<file path="src/rtl/hzd_pkg.sv">
// Shared types for the ID-stage hazard unit: in-flight destination slots
// and the producer test used by stall and forwarding logic.
package hzd_pkg;

  localparam int REG_AW = 5;
  localparam logic [REG_AW-1:0] X0 = '0;

  typedef struct packed {
    logic              valid;
    logic [REG_AW-1:0] rd;
    logic              wen;
    logic              load;
  } slot_t;

  function automatic logic is_producer(input slot_t s);
    return s.valid && s.wen && (s.rd != X0);
  endfunction

endpackage

</file>
<file path="src/rtl/hzd_fsel.sv">
// Per-operand forwarding select. The one-hot output is ordered as
// {mem, mem_alu, alu}, and the nearest producer takes priority.
module hzd_fsel
  import hzd_pkg::*;
(
  input  logic [REG_AW-1:0] rs,
  input  logic              use_rs,
  input  slot_t             ex,
  input  slot_t             mem,
  output logic [2:0]        sel
);

  logic ex_hit;
  logic mem_hit;

  assign ex_hit  = is_producer(ex) && (ex.rd == rs);
  assign mem_hit = is_producer(mem) && (mem.rd == rs);

  // An EX load that matches shadows any older MEM match. Load-use then
  // bubbles the consumer, so the select it produces is discarded.
  always_comb begin
    sel = 3'b000;
    if (use_rs && (rs != X0)) begin
      if (ex_hit)
        sel = ex.load ? 3'b000 : 3'b001;
      else if (mem_hit)
        sel = mem.load ? 3'b100 : 3'b010;
    end
  end

endmodule

</file>
<file path="src/rtl/hzd_unit.sv">
// ID-stage hazard detection: load-use stall, redirect flush, memory freeze,
// registered forwarding selects for EX, and a load-use stall counter.
module hzd_unit #(
  parameter int CNT_W  = 32,
  parameter int REG_AW = 5
) (
  input  logic              i_clk,
  input  logic              i_rst,
  input  logic              i_id_valid,
  input  logic [REG_AW-1:0] i_id_rs1,
  input  logic [REG_AW-1:0] i_id_rs2,
  input  logic              i_id_use_rs1,
  input  logic              i_id_use_rs2,
  input  logic [REG_AW-1:0] i_id_rd,
  input  logic              i_id_reg_wen,
  input  logic              i_id_mem_read,
  input  logic              i_ex_redirect,
  input  logic              i_mem_busy,
  output logic              o_stall_if,
  output logic              o_stall_id,
  output logic              o_flush_id,
  output logic              o_bubble_ex,
  output logic              o_frwd_alu_op1,
  output logic              o_frwd_mem_alu_op1,
  output logic              o_frwd_mem_op1,
  output logic              o_frwd_alu_op2,
  output logic              o_frwd_mem_alu_op2,
  output logic              o_frwd_mem_op2,
  output logic [CNT_W-1:0]  o_stall_cnt
);
  import hzd_pkg::*;

  slot_t            ex_q, mem_q, wb_q;
  slot_t            id_slot;
  logic             lu;
  logic [2:0]       sel1, sel2;
  logic [2:0]       frwd1_q, frwd2_q;
  logic [CNT_W-1:0] cnt_q;

  assign id_slot = '{valid: i_id_valid, rd: i_id_rd, wen: i_id_reg_wen, load: i_id_mem_read};

  assign lu = i_id_valid && is_producer(ex_q) && ex_q.load &&
              ((i_id_use_rs1 && (i_id_rs1 == ex_q.rd)) ||
               (i_id_use_rs2 && (i_id_rs2 == ex_q.rd)));

  hzd_fsel u_fsel_op1 (
    .rs     (i_id_rs1),
    .use_rs (i_id_use_rs1),
    .ex     (ex_q),
    .mem    (mem_q),
    .sel    (sel1)
  );

  hzd_fsel u_fsel_op2 (
    .rs     (i_id_rs2),
    .use_rs (i_id_use_rs2),
    .ex     (ex_q),
    .mem    (mem_q),
    .sel    (sel2)
  );

  // Reset forces the controls low even while a freeze is being requested.
  always_comb begin
    o_stall_if  = 1'b0;
    o_stall_id  = 1'b0;
    o_flush_id  = 1'b0;
    o_bubble_ex = 1'b0;
    if (i_rst) begin
      o_stall_if = 1'b0;
    end else if (i_mem_busy) begin
      o_stall_if = 1'b1;
      o_stall_id = 1'b1;
    end else if (i_ex_redirect) begin
      o_flush_id  = 1'b1;
      o_bubble_ex = 1'b1;
    end else if (lu) begin
      o_stall_if  = 1'b1;
      o_stall_id  = 1'b1;
      o_bubble_ex = 1'b1;
    end
  end

  always_ff @(posedge i_clk or posedge i_rst) begin
    if (i_rst) begin
      ex_q    <= '0;
      mem_q   <= '0;
      wb_q    <= '0;
      frwd1_q <= 3'b000;
      frwd2_q <= 3'b000;
      cnt_q   <= '0;
    end else if (!i_mem_busy) begin
      wb_q  <= mem_q;
      mem_q <= ex_q;
      if (o_bubble_ex) begin
        ex_q    <= '0;
        frwd1_q <= 3'b000;
        frwd2_q <= 3'b000;
      end else begin
        ex_q    <= id_slot;
        frwd1_q <= sel1;
        frwd2_q <= sel2;
      end
      if (lu && !i_ex_redirect)
        cnt_q <= cnt_q + 1'b1;
    end
  end

  assign o_frwd_alu_op1     = frwd1_q[0];
  assign o_frwd_mem_alu_op1 = frwd1_q[1];
  assign o_frwd_mem_op1     = frwd1_q[2];
  assign o_frwd_alu_op2     = frwd2_q[0];
  assign o_frwd_mem_alu_op2 = frwd2_q[1];
  assign o_frwd_mem_op2     = frwd2_q[2];
  assign o_stall_cnt        = cnt_q;

endmodule

</file>
<file path="config.mk">
export PLATFORM = sky130hd
export DESIGN_NAME = hzd_unit
export DESIGN_NICKNAME = d
export VERILOG_FILES = /design/src/rtl/hzd_pkg.sv /design/src/rtl/hzd_fsel.sv /design/src/rtl/hzd_unit.sv
export SDC_FILE = /design/constraint.sdc
export NUM_CORES = 1
export LEC_CHECK = 0
export CORE_MARGIN = 8
export CORE_UTILIZATION = 53
export DETAILED_ROUTE_END_ITERATION = 6
export PLACE_DENSITY = 0.84
export SYNTH_ARGS = -nofsm -noshare
export SYNTH_HDL_FRONTEND = slang
export SYNTH_SLANG_ARGS = --single-unit
</file>
<file path="constraint.sdc">
create_clock -name i_clk -period 5.6 [get_ports i_clk]
set_input_delay 0.84 -clock i_clk [delete_from_list [all_inputs] [get_ports i_clk]]
set_output_delay 0.84 -clock i_clk [all_outputs]
set_load 0.01 [all_outputs]
</file>
After elaboration in Yosys (flattened, before gate mapping)
Index checks and enable logic that the tools add are counted.

Bitwise gates (word level): 1. $add $sub $neg: 1. Equal/unequal tests: 6. Multiplexer cells: 21. Reduce and logical (&&, ||, !) cells: 23.

Operator list (number): adder 32 x 1 -> 32 bit (second input constant) (1); equality test 5 bit (6); 2-to-1 mux 3 bit (9); nonzero test 5 bit (4); logical AND 1 bit (16); 2-to-1 mux 1 bit (11); 2-to-1 mux 8 bit (1); AND reduction 2 bit (1); logical NOT 1 bit (1); logical OR 1 bit (1); NOT 1 bit (1).

Bits of input ports: 24. Word-level logic and storage cells: 63. Output and inout port bits: 42. Register bits after elaboration: 54.

Logic depth before layout (Yosys ltp)
Word-level depth: 10. Depth in mapped cells: 9.

Hierarchy
Synthesis repeated with hierarchy kept, for this count alone.

Cells, all modules: 282. Area total of the unflattened synthesis: 3106.7 um^2.

Modules (own cells, without submodules): hzd_unit (times used 1, cells an instance 234, area each 2736.4 um^2); hzd_fsel (times used 2, cells an instance 24, area each 185.2 um^2).

Worst setup path before layout
OpenSTA, ideal clock, no wires.

Path kind: input-to-output. From: input port i_id_rs1[0]. To: output port o_stall_if. Arrival: 2082 ps. Path slack: 2678 ps. Path buffers: 2. Stages on the path: 8. Data required time: 4760 ps. Cell sequence: xnor2_1 > nand3_1 > nor2_1 > or2_2 > buf_2 > a31oi_1 > nor2_1 > buf_4.

Word-level cells in the longest chain between the ends: 8.

Ends and longest elaborated chain: from (decl) (line hzd_unit.sv:10) `input logic [REG_AW-1:0] i_id_rs1,`; equality test 5 bit (line hzd_unit.sv:43) `((i_id_use_rs1 && (i_id_rs1 == ex_q.rd)) ||`; logical AND 1 bit (line hzd_unit.sv:43); logical OR 1 bit (line hzd_unit.sv:43); logical AND 1 bit (line hzd_unit.sv:42) `assign lu = i_id_valid && is_producer(ex_q) && ex_q.load &&`; 2-to-1 mux 1 bit (4 in a row); to (decl) (line hzd_unit.sv:19) `output logic o_stall_if,`.

No other way between the ends.

Final worst setup path
From: input port i_id_rs2[2]. To: output port o_bubble_ex.

Word-level cells in the longest chain between the ends: 8.

Ends and longest elaborated chain: from (decl) (line hzd_unit.sv:11) `input logic [REG_AW-1:0] i_id_rs2,`; equality test 5 bit (line hzd_unit.sv:44) `(i_id_use_rs2 && (i_id_rs2 == ex_q.rd)));`; logical AND 1 bit (line hzd_unit.sv:44); logical OR 1 bit (line hzd_unit.sv:43); logical AND 1 bit (line hzd_unit.sv:42); 2-to-1 mux 1 bit (line hzd_unit.sv:76) `end else if (lu) begin`; 2-to-1 mux 1 bit (line hzd_unit.sv:73) `end else if (i_ex_redirect) begin`; 2-to-1 mux 1 bit (line hzd_unit.sv:70) `end else if (i_mem_busy) begin`; 2-to-1 mux 1 bit (line hzd_unit.sv:68) `if (i_rst) begin`; to (decl) (line hzd_unit.sv:22) `output logic o_bubble_ex,`.

No other way between the ends.

==> summary.md <==
| Metric | Value |
|---|---|
| Tot Pwr | 0.774 mW |
| Row Count | 26 |
| CTS Hold Bufs | 0 |
| Core area | 0.00507 sq mm |
| Hold WC Path Type | reg -> reg |
| Worst-case clock skew | about 0.0088 ns |
| WP data required | around 4.8 ns |
| CP max-delay cell | clkdlybuf4s50_1 |
| Worst path max stage delay | between 0.5 and 0.6 ns |
| Avg Cell Area, Syn | ~11 sq um |
| Worst-Margin Slew | between 1 and 1.5 ns |
| Worst-path clk slew | approximately 0.1 ns |
| CP startpoint kind | input port |
| First-pass GRT wire length | around 11 mm |
| Simple-gate area share of the yosys netlist | 0.180 |
| Crit path max-delay family | buffers and inverters |
| Worst setup EP type | primary output |
| Setup WS pre-CTS | 1.62 ns |
| Fin worst setup slack | 1.56 ns |
| TritonRoute pass-1 iters | 4 |
| Via count | about 2200 |
| Buffers and inverters on the worst path | 2 |
| # IOs | 66 |
| Root Buffer | clkbuf_8 |
| CTS H-tree depth | 2 |
| Area contributors post-synth | dfrtp_1 (49%), xor2_1 (8.5%), xnor2_1 (7.6%) |
| GRT Overall Usage | 0.174 |
| Grt total ovfl | 0 |
| Detail Route Antenna Nets | 0 |
| Number of DRC markers in iteration 0 | 63 |
| Clk Latency, worst-skew pair | a little over 0.3 ns |
| Worst reg2reg path endpoint | o_stall_cnt[31] |
| RSZ-0062 raised after global routing | no |
| R2r setup slk | 3.32 ns |
| Number of global-route vias before repair | ~2200 |
| Maximum clock path buffer count | 2 |
| Multiplexer share of the synthesized area | 0.0366 |
| Vias/cell | 5.46 |
| Die W | 88.3 um |
| CP most frequent cell | clkdlybuf4s50_1 |
| Slew Limit Fails | 0 |
| Kind of critical path | in -> out |
| Clock sink count | 54 |
| Pwr dens | between 200 and 250 mW/mm^2 |
| Total wire length | 6.49 mm |
| Post-route setup TNS | 0 ns |
| Synth warn | 0 |
| Prevailing post-synth register cell | dfrtp_1 |
| Worst reg2reg path startpoint | ex_q[4] |
| Area share of fa/ha/maj cells after synthesis | 0.00452 |
| Synth async-reset ratio | 1.00 |
| Initial antenna violation count | 0 |
| Final hold viol count | 0 |
| Largest area contributor in the netlist | dfrtp_1 |
| Synthesized flop and latch total | 54 |
| Post-CTS Resized | 0 |
| Synthesized area | ~0.0028 sq mm |
| Final setup viols | 0 |
| Initial core utilization | 0.545 |
| P_leak | roughly 1.6 nW |
| Final Critical Period | ~4 ns |
| Post-synth top area share | 0.488 |
| Crit path DAT | between 3 and 4 ns |
| Compound-Gate Fraction of Synth Area | 0.0972 |
| Wire length per cell | 16.5 um |
| Die ar. | 0.00779 sq mm |
| Met1 Usage GRT | 0.226 |
| Largest family of logic cells by synthesized area | simple AND/OR/NAND/NOR gates |
| DIE HEIGHT | 88.3 um |
| Post-CTS Setup Bufs | 0 |
| Post-synthesis cell type count | 41 |
| Max-cap viol count | 0 |
| Post-synthesis sequential area ratio | 0.488 |
| Peak supply drop | 160 uV |
| Diode count | 0 |
| Post-synthesis instance total | around 260 |
| CTS Buf Count | 5 |
| Number of synthesized flops with an enable pin | 0 |
| CP Cell Sequence | clkdlybuf4s50_1 > xnor2_1 > nand3_1 > nor2_1 > or2_2 > nand2_1 > a211oi_1 > clkdlybuf4s50_1 |
| FILL cells | 406 |
| Period utilization | 0.721 |
| Layout cell share with drive strength beyond 1 | 0.0957 |
| GRT met2 Usage | 0.270 |
| Area growth, synth to finish | 29.1% |
| DR DRC count | 0 |
| Largest net degree at the start of global routing | 57 |
| Fin util | 0.704 |
| Critical path peak fanout | 8 |
| Status | completed |
| Critical path depth | 8 |
| Crit. Startpoint | i_id_rs2[2] |
| Final net count | between 300 and 400 |
| Max-slew headroom | 0.315 |
| Hold Path Stages | 2 |
| Top Usage Layer GRT | met2 |
| PortBufs | 65 |
| Met3 GRT Util | 0.0474 |
| GP Congestion | 0.858 |
| Critical Path End | o_bubble_ex |
| Worst reg2reg path depth | 6 |
| Detailed Place HPWL | about 4.8 mm |
| Synth Area in XOR/XNOR | 0.161 |
| TritonCTS clock tree | done |
| FMAX | between 200 and 250 MHz |
| Net count after synthesis | between 200 and 300 |
## per-layer routing
metal,up-vias,wire (um),share of wire
met2,55,3030,0.47
met4,0,130,0.020
li1,1038,-,-
met5,-,0,0
met1,1048,2990,0.46
met3,12,339,0.052
## placed cells by master, fill, tap and decap left out, drive strengths merged, types with 2 or more instances in the layout
master / n
a2111oi: 2
a22o: 8
a31o: 3
a31oi: 2
and2: 6
and3: 5
and4: 2
clkbuf: 6
clkdlybuf4s50: 65
dfrtp: 54
inv: 10
mux2: 9
nand2: 18
nand3: 15
nand4: 6
nor2: 21
nor3: 11
nor4: 6
o2111ai: 3
o211ai: 2
o21ai: 5
or4: 4
xnor2: 24
xor2: 27
## layout make-up
cell class / instances / area [sq um] / share of cell area
inverters: 10 / 37.5 / 0.0105
well taps: 70 / 87.6 / 0.0245
flip-flops and latches: 54 / 1350 / 0.378
clock buffers: 6 / 72.6 / 0.0203
clock inverters: 2 / 37.5 / 0.0105
multi-input cells: 186 / 1330 / 0.372
repair buffers: 66 / 658 / 0.184
## sequential cells by signal, indices dropped and copies added, names as in the netlist
name / flops
ex_q: 8
frwd1_q: 3
frwd2_q: 3
mem_q: 8
o_stall_cnt: 32
## kinds of logic after synthesis
logic type                 after synthesis
AOI/OAI and AO/OA                       29
and+or+nand+nor                         96
DFF                                     54
adders and majority gates                1
xor gates and xnor gates                51
buffers and inverters                   18
muxes                                    9
## power by group
group / internal [mW] / switching (mW)
Clock: 0.134 / 0.129
Sequential: 0.403 / 0.0185
Combinational: 0.0487 / 0.0420
Total: 0.585 / 0.189
## synthesized netlist by cell type, types with 3 or more instances
| master | n |
|---|---|
| a22o_1 | 8 |
| and2_1 | 5 |
| nand2_1 | 18 |
| nor4_1 | 5 |
| xnor2_1 | 24 |
| a31o_2 | 3 |
| nand3_1 | 15 |
| o21ai_0 | 4 |
| nand4_1 | 6 |
| dfrtp_1 | 54 |
| inv_1 | 10 |
| xor2_1 | 27 |
| nor3_1 | 10 |
| mux2_2 | 9 |
| or4_1 | 3 |
| nor2_1 | 21 |
| clkbuf_1 | 3 |
| and3_1 | 5 |
## worst min-delay path by stage
stage,from,endpoint,slack (ns)
floorplan,mem_q[1],mem_q[1],0.48
detailed placement,frwd1_q[0],frwd1_q[0],0.47
global route,o_stall_cnt[31],o_stall_cnt[31],0.50
finish,frwd1_q[0],frwd1_q[0],0.49
global placement,o_stall_cnt[31],o_stall_cnt[31],0.46
CTS,frwd1_q[0],frwd1_q[0],0.50
## per-stage QoR
step	area (sq um)	hold WS, ns	cells
3_5_place_dp	3460	0.472	386
5_1_grt	3570	0.502	394
3_3_place_gp	3460	0.458	386
2_1_floorplan	2770	0.480	258
4_1_cts	3570	0.496	394
6_report	3570	0.492	394
## tightest hold or removal path, delay by kind of cell (launching register included)
family / cells / cell delay, ns
DFF: 1 / 0.36
AOI/OAI and AO/OA: 1 / 0.06
and+or+nand+nor: 1 / 0.05
(Power assumes the default switching activity.)
